**config.mk**
```make
export PLATFORM = sky130hd
export DESIGN_NAME = sisc_fetch
export DESIGN_NICKNAME = d
export VERILOG_FILES = /design/src/rtl/sisc_pkg.sv /design/src/rtl/sisc_fetch_wdog.sv /design/src/rtl/sisc_fetch.sv
export SDC_FILE = /design/constraint.sdc
export NUM_CORES = 1
export LEC_CHECK = 0
export ABC_CLOCK_PERIOD_IN_PS = 4920
export CELL_PAD_IN_SITES_DETAIL_PLACEMENT = 0
export CELL_PAD_IN_SITES_GLOBAL_PLACEMENT = 1
export CORE_ASPECT_RATIO = 1.1
export CORE_MARGIN = 2
export CORE_UTILIZATION = 36
export CTS_CLUSTER_SIZE = 12
export DETAILED_ROUTE_END_ITERATION = 8
export GPL_TIMING_DRIVEN = 0
export PLACE_DENSITY_LB_ADDON = 0.1
export SYNTH_ARGS = -nofsm -noshare
export SYNTH_HDL_FRONTEND = slang
export SYNTH_HIERARCHICAL = 1
export SYNTH_SLANG_ARGS = --single-unit
```
**constraint.sdc**
```tcl
create_clock -name clk -period 4.92 [get_ports clk]
set_clock_uncertainty 0.05 [all_clocks]
set_input_delay 0.984 -clock clk [delete_from_list [all_inputs] [get_ports clk]]
set_output_delay 0.984 -clock clk [all_outputs]
set_load 0.1 [all_outputs]
```
**src/rtl/sisc_pkg.sv**
```systemverilog
// Shared definitions for the SISC fetch unit: opcodes, IR field positions,
// fetch FSM state encoding and the NOOP instruction word.
package sisc_pkg;

  // Instruction opcodes (IR[31:28])
  typedef enum logic [3:0] {
    OP_NOOP = 4'h0,
    OP_ADD  = 4'h1,
    OP_SUB  = 4'h2,
    OP_OR   = 4'h3,
    OP_AND  = 4'h4,
    OP_NOT  = 4'h5,
    OP_XOR  = 4'h6,
    OP_CMP  = 4'h7,
    OP_BXX  = 4'h8,
    OP_JMP  = 4'h9,
    OP_LD   = 4'hA,
    OP_LDI  = 4'hB,
    OP_LDX  = 4'hC,
    OP_ST   = 4'hD,
    OP_STX  = 4'hE,
    OP_HLT  = 4'hF
  } opcode_e;

  // IR field geometry
  localparam int unsigned IR_W    = 32;
  localparam int unsigned FIELD_W = 4;
  localparam int unsigned IMM_W   = 16;
  localparam int unsigned OPC_LSB = 28;
  localparam int unsigned MM_LSB  = 24;
  localparam int unsigned RD_LSB  = 20;
  localparam int unsigned RS_LSB  = 16;
  localparam int unsigned RT_LSB  = 12;
  localparam int unsigned IMM_LSB = 0;

  // Word loaded into IR on reset and on a fetch timeout
  localparam logic [IR_W-1:0] NOOP_WORD = '0;

  // Fetch FSM state encoding
  localparam logic [0:0] ST_IDLE = 1'b0;
  localparam logic [0:0] ST_REQ  = 1'b1;

endpackage

```
**src/rtl/sisc_fetch_wdog.sv**
```systemverilog
// REQ-state watchdog for sisc_fetch: counts cycles spent waiting for
// imem_ack and flags expiry on the TIMEOUT-th cycle. Built only when
// SISC_FETCH_TIMEOUT_EN is defined.
module sisc_fetch_wdog #(
  parameter int unsigned TIMEOUT = 255
) (
  input  logic clk,
  input  logic rst,
  input  logic i_run,
  output logic o_expired_c
);

  localparam int unsigned CNT_W = (TIMEOUT > 1) ? $clog2(TIMEOUT) : 1;
  localparam logic [CNT_W-1:0] LAST = CNT_W'(TIMEOUT - 1);

  logic [CNT_W-1:0] r_cnt;

  // Count while waiting; idle forces zero so each request starts fresh
  always_ff @(posedge clk or posedge rst) begin
    if (rst) begin
      r_cnt <= '0;
    end else if (!i_run) begin
      r_cnt <= '0;
    end else if (r_cnt != LAST) begin
      r_cnt <= r_cnt + CNT_W'(1);
    end
  end

  assign o_expired_c = i_run && (r_cnt == LAST);

endmodule

```
**src/rtl/sisc_fetch.sv**
```systemverilog
// SISC instruction fetch unit: owns PC and IR, fetches over an imem
// req/ack handshake on request from the control FSM, applies branches,
// and exposes the decoded IR fields.
// Optional: define SISC_FETCH_TIMEOUT_EN to add a REQ watchdog
// (sisc_fetch_wdog) that abandons a fetch after TIMEOUT cycles.
module sisc_fetch
  import sisc_pkg::*;
#(
  parameter int unsigned ADDR_W = 16,
  parameter int unsigned RST_PC = 0
`ifdef SISC_FETCH_TIMEOUT_EN
  , parameter int unsigned TIMEOUT = 255
`endif
) (
  input  logic              clk,
  input  logic              rst,
  input  logic              i_fetch_req,
  input  logic              i_br_load,
  input  logic              i_br_rel,
  output logic              o_fetch_done,
  output logic              o_busy,
  output logic              o_halted,
  output logic              o_fetch_err,
  output logic              o_imem_req,
  output logic [ADDR_W-1:0] o_imem_addr,
  input  logic              i_imem_ack,
  input  logic [IR_W-1:0]   i_imem_rdata,
  output logic [ADDR_W-1:0] o_pc,
  output logic [3:0]        o_opcode,
  output logic [3:0]        o_mm,
  output logic [3:0]        o_rd,
  output logic [3:0]        o_rs,
  output logic [3:0]        o_rt,
  output logic [15:0]       o_imm
);

  logic [0:0]        r_state;
  logic [ADDR_W-1:0] r_pc;
  logic [IR_W-1:0]   r_ir;
  logic              r_pending;
  logic              r_fetch_done;
  logic              r_halted;
  logic              r_fetch_err;

  logic [0:0]        w_state_nxt;
  logic [ADDR_W-1:0] w_pc_nxt;
  logic [IR_W-1:0]   w_ir_nxt;
  logic              w_pending_nxt;
  logic              w_fetch_done_nxt;
  logic              w_halted_nxt;
  logic              w_fetch_err_nxt;

  logic signed [IMM_W-1:0] w_imm_s;
  logic [ADDR_W-1:0]       w_imm_rel;
  logic [ADDR_W-1:0]       w_imm_abs;
  logic                    w_wd_expired;

  // Branch offsets come from the IR currently held
  assign w_imm_s   = $signed(r_ir[IMM_LSB +: IMM_W]);
  assign w_imm_rel = ADDR_W'(w_imm_s);
  assign w_imm_abs = ADDR_W'(r_ir[IMM_LSB +: IMM_W]);

`ifdef SISC_FETCH_TIMEOUT_EN
  sisc_fetch_wdog #(
    .TIMEOUT (TIMEOUT)
  ) u_wdog (
    .clk         (clk),
    .rst         (rst),
    .i_run       (r_state == ST_REQ),
    .o_expired_c (w_wd_expired)
  );
`else
  assign w_wd_expired = 1'b0;
`endif

  // State and datapath registers
  always_ff @(posedge clk or posedge rst) begin
    if (rst) begin
      r_state      <= ST_IDLE;
      r_pc         <= ADDR_W'(RST_PC);
      r_ir         <= NOOP_WORD;
      r_pending    <= 1'b0;
      r_fetch_done <= 1'b0;
      r_halted     <= 1'b0;
      r_fetch_err  <= 1'b0;
    end else begin
      r_state      <= w_state_nxt;
      r_pc         <= w_pc_nxt;
      r_ir         <= w_ir_nxt;
      r_pending    <= w_pending_nxt;
      r_fetch_done <= w_fetch_done_nxt;
      r_halted     <= w_halted_nxt;
      r_fetch_err  <= w_fetch_err_nxt;
    end
  end

  // Next-state: branch/fetch arbitration in IDLE, handshake in REQ
  always_comb begin
    w_state_nxt      = r_state;
    w_pc_nxt         = r_pc;
    w_ir_nxt         = r_ir;
    w_pending_nxt    = r_pending;
    w_fetch_done_nxt = 1'b0;
    w_halted_nxt     = r_halted;
    w_fetch_err_nxt  = r_fetch_err;

    unique case (r_state)
      ST_IDLE: begin
        if (i_br_load) begin
          // Branch wins the cycle; a simultaneous fetch is deferred one cycle
          w_pc_nxt      = i_br_rel ? (r_pc + w_imm_rel) : w_imm_abs;
          w_pending_nxt = r_pending | (i_fetch_req & ~r_halted);
        end else if ((i_fetch_req | r_pending) & ~r_halted) begin
          w_state_nxt   = ST_REQ;
          w_pending_nxt = 1'b0;
        end
      end
      ST_REQ: begin
        if (i_br_load) begin
          w_fetch_err_nxt = 1'b1;
        end
        if (i_imem_ack) begin
          w_ir_nxt         = i_imem_rdata;
          w_pc_nxt         = r_pc + ADDR_W'(1);
          w_fetch_done_nxt = 1'b1;
          w_halted_nxt     = r_halted | (i_imem_rdata[OPC_LSB +: FIELD_W] == OP_HLT);
          w_state_nxt      = ST_IDLE;
        end else if (w_wd_expired) begin
          w_ir_nxt         = NOOP_WORD;
          w_fetch_err_nxt  = 1'b1;
          w_fetch_done_nxt = 1'b1;
          w_state_nxt      = ST_IDLE;
        end
      end
      default: begin
        w_state_nxt = ST_IDLE;
      end
    endcase
  end

  assign o_fetch_done = r_fetch_done;
  assign o_busy       = (r_state == ST_REQ);
  assign o_imem_req   = (r_state == ST_REQ);
  assign o_imem_addr  = r_pc;
  assign o_halted     = r_halted;
  assign o_fetch_err  = r_fetch_err;
  assign o_pc         = r_pc;
  assign o_opcode     = r_ir[OPC_LSB +: FIELD_W];
  assign o_mm         = r_ir[MM_LSB  +: FIELD_W];
  assign o_rd         = r_ir[RD_LSB  +: FIELD_W];
  assign o_rs         = r_ir[RS_LSB  +: FIELD_W];
  assign o_rt         = r_ir[RT_LSB  +: FIELD_W];
  assign o_imm        = r_ir[IMM_LSB +: IMM_W];

endmodule

```
==> reports/qor.txt, run 1 <==
CP required -> 3.89 ns
P&R area growth vs syn -> 39.6%
Hold Buf Count CTS -> 0
Largest net degree at the start of global routing -> 37
DR WL/cell -> 15.4 microns
Grt total ovfl -> 0
Total track usage -> 19.1%
Number of setup buffers added after CTS -> 0
Drt pass-1 iters -> 5
First-pass GRT wire length -> 16000 microns
Yosys top cell area share -> 38.6%
Remaining DRCs -> 0
Final min period -> 3.19 ns
DR vias -> 3342
Setup CP Type -> flip-flop to primary output
Register-to-Register Setup Slack -> 2.27 ns
Die area -> 10300 sq um
Max Fclk -> 314 MHz
Die Span Y -> 106 microns
Worst skew pair latency -> 0.32 ns
Worst R2R Path Depth -> 7
RSZ-0062 raised after global routing -> false
Final core utilization -> 51.5%
Final Hold Fails -> 0
# nets final -> 587
YS warnings -> 6
Post-Synthesis Cells -> 416
Worst Hold Class -> flip-flop to flip-flop
Initial DRC Count -> 155
Port-buffer cells -> 108
Dominant cell type by area after synthesis -> dfrtp_1
Max_cap viols -> 0
Worst Setup Start Kind -> flip-flop
Outcome -> completed
Count of cells resized by post-cts repair -> 0
Average cell area after synthesis -> 8.25 sq um
Final worst-path cycle share -> 64.7%
Clock slew at reported path FFs -> 0.10 ns
Share of cells above drive strength 1 -> 8.63%
CP Capture Type -> primary output
# diodes -> 0
H-tree Lvls -> 2
Post-Route Setup TNS -> 0 ns
Drt total wl -> 10000 microns
CP Cell Sequence -> buf_4 -> clkdlybuf4s50_1
Clock Sinks -> 53
Pins Over Slew Limit -> 0
Root Buffer Master -> clkbuf_8
Die span in x -> 97.1 microns
Distinct cells, synth -> 50
CTS tree -> done
Worst r2r src -> o_imem_addr[1]
Async SR Flop Fraction -> 100%
Vias in the first global route -> 3180
Slew headroom -> 33.6%
CP startpoint -> o_imem_addr[1]
Antenna violations before repair -> 0
Endpoints failing setup -> 0
CP max FO -> 8
Via density -> 5.14
Starting Density -> 36.9%
CORE AREA -> 9310 sq um
Netlist Area Pre-Place -> 3430 sq um
Post-synthesis sequential element count -> 53
HPWL Detailed -> 7460 microns
Gpl congestion -> 0.842
Prevailing post-synth register cell -> dfrtp_1
Reg-to-Reg End -> o_imem_addr[13]
Post-synth top cells -> nand2_1, dfrtp_1, a21oi_1, nor2_1, buf_4
Slowest cell on crit path -> clkdlybuf4s50_1
ANT nets after route -> 0
Synth top area cells -> dfrtp_1, nand2_1, ha_1
Worst path arrival time -> 2.15 ns
Crit path to -> o_pc[1]
Number of core rows -> 37
Syn Nets -> 471
Sequential fraction of the synthesis area -> 38.6%
Worst-case clock buffer depth -> 2
Post-synth EDFFs -> 0
Slew @ Worst Pin -> 0.994 ns
Top Ports -> 111
Critical Path Max Stage Delay -> 1.12 ns
CTS Buf Count -> 5
Filler cells -> 929
Cell with the most instances after synthesis -> nand2_1
## worst max-delay path: cells and delay by family (launching register included)
kind	cells	cell delay (ns)
buffers and inverters	2	1.29
flip-flops	1	0.54
## worst min-delay path by stage
| stage | start | to | slack [ns] | cells past startpoint |
|---|---|---|---|---|
| finish | r_ir[24] | r_ir[24] | 0.43 | 2 |
| CTS | r_ir[24] | r_ir[24] | 0.44 | 2 |
| global placement | o_fetch_err | o_fetch_err | 0.39 | 1 |
| global route | o_fetch_err | o_fetch_err | 0.45 | 1 |
| floorplan | r_pending | r_pending | 0.43 | 2 |
| detailed placement | o_fetch_err | o_fetch_err | 0.40 | 1 |
## logic make-up after synthesis
group                      after synthesis  share of synthesized area [%]
and+or+nand+nor                        195                           24.8
DFF                                     53                           38.6
muxes                                    9                           2.70
adders and majority gates               17                           6.42
xor gates and xnor gates                12                           3.06
buffers and inverters                   42                           7.77
AOI/OAI and AO/OA                       88                           16.7
## area by class of cell
type	instances	area, sq um	area share [%]
plain buffers	39	255	5.33
clock buffers	5	68.8	1.44
clock inverters	3	43.8	0.914
inverters	3	11.3	0.235
multi-input cells	321	1840	38.4
flip-flops and latches	53	1330	27.7
well taps	117	146	3.05
repair buffers	109	1100	23.0
## registers in the layout, indices dropped and copies added (netlist names)
register / cells
o_imem_addr: 16
r_pending: 1
r_ir: 32
o_fetch_err: 1
o_fetch_done: 1
o_halted: 1
o_busy: 1
## cells in the final DEF, fill, tap and decap left out, types with 3 or more instances in the layout
cell type | netlist | routed
a211oi_1 | 9 | 9
a21o_1 | 6 | 6
a21oi_1 | 29 | 29
a31oi_1 | 5 | 5
and2_1 | 3 | 3
and4_1 | 3 | 3
buf_1 | 3 | 3
buf_4 | 21 | 21
clkbuf_1 | 10 | 10
clkbuf_8 | 2 | 7
clkdlybuf4s50_1 | 0 | 108
dfrtp_1 | 53 | 53
ha_1 | 16 | 16
mux2i_1 | 7 | 7
nand2_1 | 120 | 120
nand3_1 | 17 | 17
nand4_1 | 3 | 3
nor2_1 | 22 | 22
nor2b_1 | 5 | 5
nor3_1 | 10 | 10
nor3b_1 | 3 | 3
o211ai_1 | 4 | 4
o21ai_0 | 16 | 16
o22ai_1 | 4 | 4
xnor2_1 | 11 | 11
## stage by stage
stage | setup slack (ns) | instance area [sq um] | std cells | hold WS [ns]
floorplan | 2.07 | 3430 | 416 | 0.428
global placement | 1.40 | 4660 | 641 | 0.393
detailed placement | 2.10 | 4680 | 642 | 0.402
CTS | 1.73 | 4790 | 650 | 0.437
global route | 1.68 | 4790 | 650 | 0.446
finish | 1.73 | 4790 | 650 | 0.432
## per-layer routing
metal | track usage (%) | share of wire (%) | vias up
li1 | - | - | 1662
met1 | 25.2 | 45 | 1574
met2 | 32.7 | 48 | 96
met3 | 2.96 | 5.5 | 10
met4 | 5.03 | 1.6 | 0
met5 | 0 | 0 | -
Power of run 1 is left out: the tool's default activity adds up to more than one toggle a clock period on the data nets, which glitch-free logic cannot reach.
==> run 2: changes to the inputs <==
--- a/config.mk
+++ b/config.mk
@@ -5,12 +5,12 @@
 export SDC_FILE = /design/constraint.sdc
 export NUM_CORES = 1
 export LEC_CHECK = 0
-export ABC_CLOCK_PERIOD_IN_PS = 4920
+export ABC_CLOCK_PERIOD_IN_PS = 3150
 export CELL_PAD_IN_SITES_DETAIL_PLACEMENT = 0
 export CELL_PAD_IN_SITES_GLOBAL_PLACEMENT = 1
 export CORE_ASPECT_RATIO = 1.1
 export CORE_MARGIN = 2
-export CORE_UTILIZATION = 36
+export CORE_UTILIZATION = 34
 export CTS_CLUSTER_SIZE = 12
 export DETAILED_ROUTE_END_ITERATION = 8
 export GPL_TIMING_DRIVEN = 0
==> constraint.sdc (replaced) <==
create_clock -name clk -period 3.15 [get_ports clk]
set_clock_uncertainty 0.05 [all_clocks]
set_input_delay 0.63 -clock clk [delete_from_list [all_inputs] [get_ports clk]]
set_output_delay 0.63 -clock clk [all_outputs]
set_load 0.1 [all_outputs]
==> reports/qor.txt, run 2 (synthesis results as in run 1) <==
HPWL Detailed -> 7600 microns (+1.8%)
Share of cells above drive strength 1 -> 8.63% (unchanged)
Setup CP Type -> flip-flop to primary output
Total track usage -> 18.7% (-0.40 points)
H-tree Lvls -> 2 (unchanged)
Hold Path Cell Cnt -> 2 (unchanged)
Remaining DRCs -> 0 (unchanged)
Commonest cells after routing, fill and taps aside -> nand2_1, clkdlybuf4s50_1, dfrtp_1
Final instance area -> 4820 sq um (+0.60%)
Most common cell after layout, fill and taps aside -> nand2_1
Port-buffer cells -> 108 (unchanged)
Final worst-path cycle share -> 90.2%
FF+latch area -> 1330 sq um (unchanged)
Final Hold Fails -> 0 (unchanged)
Max Fclk -> 352 MHz
Slew headroom -> 33.9% (+0.36 points)
Origin of the worst min-delay path -> r_ir[30]
Pins Over Slew Limit -> 0 (unchanged)
Biggest register -> r_ir
CP required -> 2.47 ns (-1.42 ns)
Clock slew at reported path FFs -> 0.10 ns (about the same)
Slew @ Worst Pin -> 0.988 ns (-0.00537 ns)
Flip-flop count of the largest register after layout -> 32 (unchanged)
CORE AREA -> 9840 sq um (+5.8%)
Hold Buf Count CTS -> 0 (unchanged)
Initial DRC Count -> 116 (-25%)
Final min period -> 2.84 ns
Number of setup buffers added after CTS -> 0 (unchanged)
Die area -> 10900 sq um (+5.6%)
CTS Buf Count -> 5 (unchanged)
Worst R2R Path Depth -> 8 (+1)
CP max FO -> 8 (unchanged)
# diodes -> 0 (unchanged)
CTS tree -> done
Antenna violations before repair -> 0 (unchanged)
P&R area growth vs syn -> 40.5%
Filler cells -> 994 (+7.0%)
Reg-to-Reg End -> o_imem_addr[14]
ANT nets after route -> 0 (unchanged)
Area of the multi-input gates -> 1840 sq um (unchanged)
Worst skew pair latency -> 0.31 ns (about the same)
Number of core rows -> 38 (+2.7%)
# nets final -> 587 (unchanged)
Drt total wl -> 10100 microns (+0.87%)
Die span in x -> 99.8 microns (+2.8%)
First-pass GRT wire length -> 16000 microns (-0.12%)
Gpl congestion -> 0.766 (-9.0%)
RSZ-0062 raised after global routing -> false
Vias in the first global route -> 3172 (-0.25%)
CP Capture Type -> primary output
Clock Sinks -> 53 (unchanged)
Worst Setup Start Kind -> flip-flop
DR vias -> 3345 (+0.090%)
Top Ports -> 111 (unchanged)
Worst r2r src -> o_imem_addr[0]
DR WL/cell -> 15.5 microns (+0.41%)
Die Span Y -> 109 microns (+2.8%)
Outcome -> completed
Endpoints failing setup -> 0 (unchanged)
Largest net degree at the start of global routing -> 34 (-8.1%)
Max_cap viols -> 0 (unchanged)
Register-to-Register Setup Slack -> 0.50 ns (-1.77 ns)
Worst-case clock buffer depth -> 2 (unchanged)
Starting Density -> 34.9% (-2.0 points)
Placed Instance Area -> 4680 sq um (about the same)
Count of cells resized by post-cts repair -> 0 (unchanged)
Drt pass-1 iters -> 4 (-1)
Grt total ovfl -> 0 (unchanged)
Worst path arrival time -> 2.16 ns (about the same)
Worst Hold Class -> flip-flop to flip-flop
Root Buffer Master -> clkbuf_8
Via density -> 5.12 (-0.37%)
Hold endpoint -> r_ir[30]
[run 2: cell types whose count changed in the layout (fill, tap and decap cells not counted), sizes merged]
cell / previous run / this run
bufinv: 1 / 2
clkinv: 1 / 0
[run 2: cell type report]
type,instances,area share [%]
tap,120,3.11
buffer,39,5.29
timing repair buffer,109,22.8
inverter,3,0.234
multi-input combinational,321,38.2
clock inverter,3,1.43
clock buffer,5,1.43
sequential,53,27.5
[run 2: worst max path at each step]
stage | startpoint | end | slack [ns] | cells past startpoint
2_1_floorplan | o_imem_addr[0] | o_imem_addr[12] | 0.30 | 8
3_3_place_gp | rst | r_ir[6] | -0.008 | 2
3_5_place_dp | o_imem_addr[1] | o_imem_addr[13] | 0.54 | 7
4_1_cts | o_imem_addr[1] | o_pc[1] | 0.30 | 2
5_1_grt | o_imem_addr[1] | o_pc[1] | 0.24 | 2
6_report | o_imem_addr[1] | o_pc[1] | 0.31 | 2
[run 2: worst max-delay path, stage by stage (launching register included)]
cell and delay [ns]:
dfrtp_1 0.56, buf_4 0.17, clkdlybuf4s50_1 1.12
[run 2: routing by layer]
layer	share of wire [%]	vias to the layer above	global-route usage (%)
li1	-	1659	-
met1	45	1584	24.2
met2	49	93	32.3
met3	4.9	9	3.69
met4	1.4	0	4.50
met5	0	-	0
[run 2: through the flow]
step	TNS (ns)	hold WS (ns)	setup WS (ns)	instances	utilization (%)
global route	0	0.452	0.245	653	49.0
CTS	0	0.433	0.300	653	49.0
global placement	-0.213	0.392	-0.00755	644	47.4
detailed placement	0	0.396	0.544	645	47.6
floorplan	0	0.428	0.301	416	-
finish	0	0.433	0.308	653	49.0
Power of run 2 is left out for the same reason.
